$ cat src/rtl/rr_mux_arbiter.sv
// Round-robin arbiter for eight requesters sharing one 8:1 mux channel.
// Holds a grant until done, owner withdrawal, or the MAX_HOLD limit.
module rr_mux_arbiter #(
    parameter int unsigned MAX_HOLD = 16
) (
    input  logic       clk,
    input  logic       rst,
    input  logic [7:0] req,
    input  logic       done,
    output logic [7:0] grant,
    output logic [2:0] sel,
    output logic       busy,
    output logic       timeout
);

    typedef enum logic [0:0] {StIdle, StGrant} state_e;

    state_e     state_q, state_d;
    logic [7:0] grant_q;
    logic [2:0] sel_q;
    logic [2:0] ptr_q;
    logic [7:0] hold_cnt_q;
    logic       timeout_q;

    logic       pick_valid;
    logic [2:0] pick_idx;
    logic [2:0] scan_idx;
    logic       rel_owner;
    logic       rel_limit;
    logic       rel_any;

    // Scan ptr+1, ptr+2, ... so the last owner has lowest priority.
    always_comb begin
        pick_valid = 1'b0;
        pick_idx   = ptr_q;
        scan_idx   = ptr_q;
        for (int i = 1; i <= 8; i++) begin
            scan_idx = ptr_q + 3'(i);
            if (!pick_valid && req[scan_idx]) begin
                pick_valid = 1'b1;
                pick_idx   = scan_idx;
            end
        end
    end

    always_comb begin
        rel_owner = done || !req[sel_q];
        rel_limit = (hold_cnt_q == 8'(MAX_HOLD - 1));
        rel_any   = rel_owner || rel_limit;
    end

    always_ff @(posedge clk) begin
        if (rst) begin
            state_q <= StIdle;
        end else begin
            state_q <= state_d;
        end
    end

    always_comb begin
        state_d = state_q;
        case (state_q)
            StIdle:  if (pick_valid) state_d = StGrant;
            StGrant: if (rel_any) state_d = StIdle;
            default: state_d = StIdle;
        endcase
    end

    always_ff @(posedge clk) begin
        if (rst) begin
            grant_q    <= 8'h00;
            sel_q      <= 3'd0;
            ptr_q      <= 3'd7;
            hold_cnt_q <= 8'd0;
            timeout_q  <= 1'b0;
        end else begin
            timeout_q <= 1'b0;
            case (state_q)
                StIdle: begin
                    if (pick_valid) begin
                        grant_q    <= 8'b1 << pick_idx;
                        sel_q      <= pick_idx;
                        ptr_q      <= pick_idx;
                        hold_cnt_q <= 8'd0;
                    end
                end
                StGrant: begin
                    if (rel_any) begin
                        grant_q   <= 8'h00;
                        // Done/withdraw outrank the limit for reporting purposes.
                        timeout_q <= rel_limit && !rel_owner;
                    end else begin
                        hold_cnt_q <= hold_cnt_q + 8'd1;
                    end
                end
                default: grant_q <= 8'h00;
            endcase
        end
    end

    always_comb begin
        grant   = grant_q;
        sel     = sel_q;
        busy    = (state_q == StGrant);
        timeout = timeout_q;
    end

    a_grant_onehot0: assert property (@(posedge clk) disable iff (rst) $onehot0(grant));
    a_grant_sel:     assert property (@(posedge clk) disable iff (rst)
                                      (grant != 8'h00) |-> (grant == (8'b1 << sel)));
    a_busy_grant:    assert property (@(posedge clk) disable iff (rst)
                                      busy == (grant != 8'h00));

endmodule

$ cat config.mk
export PLATFORM = sky130hd
export DESIGN_NAME = rr_mux_arbiter
export DESIGN_NICKNAME = d
export VERILOG_FILES = /design/src/rtl/rr_mux_arbiter.sv
export SDC_FILE = /design/constraint.sdc
export NUM_CORES = 1
export LEC_CHECK = 0
export CELL_PAD_IN_SITES_DETAIL_PLACEMENT = 1
export CELL_PAD_IN_SITES_GLOBAL_PLACEMENT = 2
export CORE_AREA = 8 8 116 65
export DETAILED_ROUTE_END_ITERATION = 10
export DIE_AREA = 0 0 124 73
export HOLD_SLACK_MARGIN = 0.03
export PLACE_DENSITY = 0.88
export SYNTH_ARGS = -nofsm -noshare
export SYNTH_HDL_FRONTEND = slang
export SYNTH_SLANG_ARGS = --single-unit
$ cat constraint.sdc
create_clock -name clk -period 4.3 [get_ports clk]
set_clock_uncertainty 0.15 [all_clocks]
set_input_delay 0.86 -clock clk [delete_from_list [all_inputs] [get_ports clk]]
set_output_delay 0.86 -clock clk [all_outputs]
set_load 0.05 [all_outputs]
==> flow_summary.toml, run 1 <==
[logic_synthesis]
netlist_instances = 210
yosys.area.top_type_share_pct = 24.3
yosys-top-cells-area = "dfxtp_1, mux4_2, a21oi_1, mux2i_1, nor2_1"
synth.distinct_cells = 50
synth-seq-area-share_pct = 24.3
synth.net_count = 224
synth_edf_count = 0
synthesis.area_um2 = 1980
synth_top_flop_cell = "dfxtp_1"
synth_warnings = 0
async_flop_share_pct = 0
ys_ff_latch = 24
synth_top_cell_by_area = "dfxtp_1"
avgSynthCellArea_um2 = 9.43

[final_layout]
insertedDiodeCount = 0
drive_gt1_share_pct = 15.7
syn_to_final_growth_pct = 18.5
n_fill_cell = 700
nets = 246
final_common_cell = "dfxtp_1"
fin_area_um2 = 2350
mostFrequentLayoutCells = "dfxtp_1, clkdlybuf4s50_1, nor2_1, a21oi_1, nand2_1"

[placed_design]
place_area_um2 = 2270
dp_hpwl_mm = 4.60
gp_congestion = 0.842
port_buffers = 23

[grt]
antenna_found_initial = 0
first_global_vias = 1703
grt.total_usage_pct = 13.1
gr-total-overflow = 0
grt_pass1_wl_mm = 9.25
grt_max_degree = 23

[clocking]
clock_sinks = 24
clock_latency_ps = 260
htreeDepth = 1
cts_tree = "done"
cts_setup_buffers = 0
cts_resized = 0
cts_buffer_depth = 2
cts_hold_buf = 0
cts_root_buf = "clkbuf_16"
cts_made_buffers = 3
clk_transition_reported_paths_ps = 60

[floorplan]
die-area_um2 = 9050
initial_core_util_pct = 33.8
core_area_um2 = 5860
rows = 20
die_h_um = 73
io_pins = 24
die_x_um = 124

[power_and_ir_drop]
p_leak_uw = 0.000821
p_per_area_nw_per_um2 = 856
ir_drop_v = 0.000288

[routing]
firstDrtPassIters = 4
via_per_inst = 5.70
vias = 1749
highest_layer = "met4"
wl_per_cell_um = 18.7
ant_nets = 0
drtIter0Drc = 86
wl_met1_mm = 3.10
wl_mm = 5.73
met2_length_mm = 2.13
drc_errors = 0
route.met3.wl_um = 456

[critical_path]
crit_type = "input port to flop"
setup.worst_path.start_class = "input port"
cp.arrival_ps = 3900
cp_max_fo = 10
cp_data_required_time_ps = 4350
endpoint_kind = "flop"

[sta]
setup_tns_ps = 0
rsz0062_at_grt = "no"
setup_viol = 0
tightest_slew_ps = 671
max_slew_margin_pct = 55.2
min_period_ps = 3850
period_share_pct = 89.5
max_freq_ghz = 0.260
hold_viol = 0
final-max-slew-violation-count = 0

[outcome]
status = "completed"

[run]
maxCapViolCount = 0

[min_path]
hp-class = "flop to flop"
cell usage after synthesis (3+ instances only):
master    number
a21oi_1       16
a221oi_1       4
a22o_1         5
a32o_1         5
and2_1         3
buf_2          4
buf_6          3
clkbuf_1       3
dfxtp_1       24
ha_1           3
inv_1          9
mux2_2         5
mux2i_1        8
mux4_2        13
nand2_1       15
nand2b_1       6
nand3_1        6
nor2_1        21
nor2b_1        3
nor3_1         4
o21ai_1        3
o21bai_1       3
o22ai_1        4
or3_1          3
xnor2_1        6
state kept, by name, summed over array words and instances, names as in the netlist:
register and flops:
grant 8, hold_cnt_q 8, ptr_q 3, sel 3, busy 1, timeout 1
worst paths after layout:
| path | startpoint | endpoint | depth (start not counted) | slack (ps) |
|---|---|---|---|---|
| max | req[1] | grant[5] | 8 | 450 |
| min | grant[4] | grant[4] | 1 | 320 |
| max reg2reg | ptr_q[1] | grant[5] | 9 | 660 |
| min reg2reg | grant[4] | grant[4] | 1 | 320 |
power breakdown:
group | switching, µW | internal, µW | total (µW) | leakage (µW)
clock | 77.8 | 123 | 201 | 0.0000370
combinational | 880 | 602 | 1480 | 0.000589
sequential | 53.4 | 274 | 327 | 0.000196
total | 1010 | 999 | 2010 | 0.000821
per-stage QoR:
stage	utilization, %	instances	worst slack (ps)	hold WS (ps)	total power, µW
4_1_cts	40.1	307	519	321	2000
2_1_floorplan	-	210	640	315	1460
3_3_place_gp	38.8	304	354	308	1790
6_report	40.1	307	450	317	2010
5_1_grt	40.1	307	316	350	2130
3_5_place_dp	38.8	304	256	307	1800
final cells by class:
cell class | instances | area, µm² | area share (%)
Tap cell | 77 | 96.3 | 4.10
Multi-Input combinational cell | 167 | 1400 | 59.7
Inverter | 9 | 33.8 | 1.44
Clock buffer | 3 | 75.1 | 3.20
Sequential cell | 24 | 480 | 20.5
Timing Repair Buffer | 27 | 260 | 11.1
per-layer routing:
metal | global-route usage (%) | vias to the layer above
met1 | 20.3 | 847
met5 | 0 | -
met4 | 2.49 | 0
li1 | - | 847
met2 | 16.1 | 48
met3 | 4.56 | 7
cell families after synthesis:
family          Yosys count  synth area share (%)
xor+xnor                  8                  3.92
buf+inv                  19                  4.99
simple gates             73                  19.3
flops                    24                  24.3
fa+ha+maj                 3                  1.90
mux                      29                  24.7
compound gates           54                  20.9
worst max-delay path, stage by stage:
cell	delay (ps)
clkdlybuf4s50_1	510
mux4_2	650
mux2i_1	430
a2111oi_0	210
nor3_1	350
a21oi_1	170
a2111oi_4	480
a32o_1	230
Note: power is estimated with default switching activity, not from simulation.
==> inputs of run 2 (changes only) <==
--- a/config.mk
+++ b/config.mk
@@ -5,6 +5,7 @@
 export SDC_FILE = /design/constraint.sdc
 export NUM_CORES = 1
 export LEC_CHECK = 0
+export ABC_CLOCK_PERIOD_IN_PS = 4300
 export CELL_PAD_IN_SITES_DETAIL_PLACEMENT = 1
 export CELL_PAD_IN_SITES_GLOBAL_PLACEMENT = 2
 export CORE_AREA = 8 8 116 65
==> results of run 2 <==
Same layout as run 1: the final DEF is identical, and so are final timing and power.
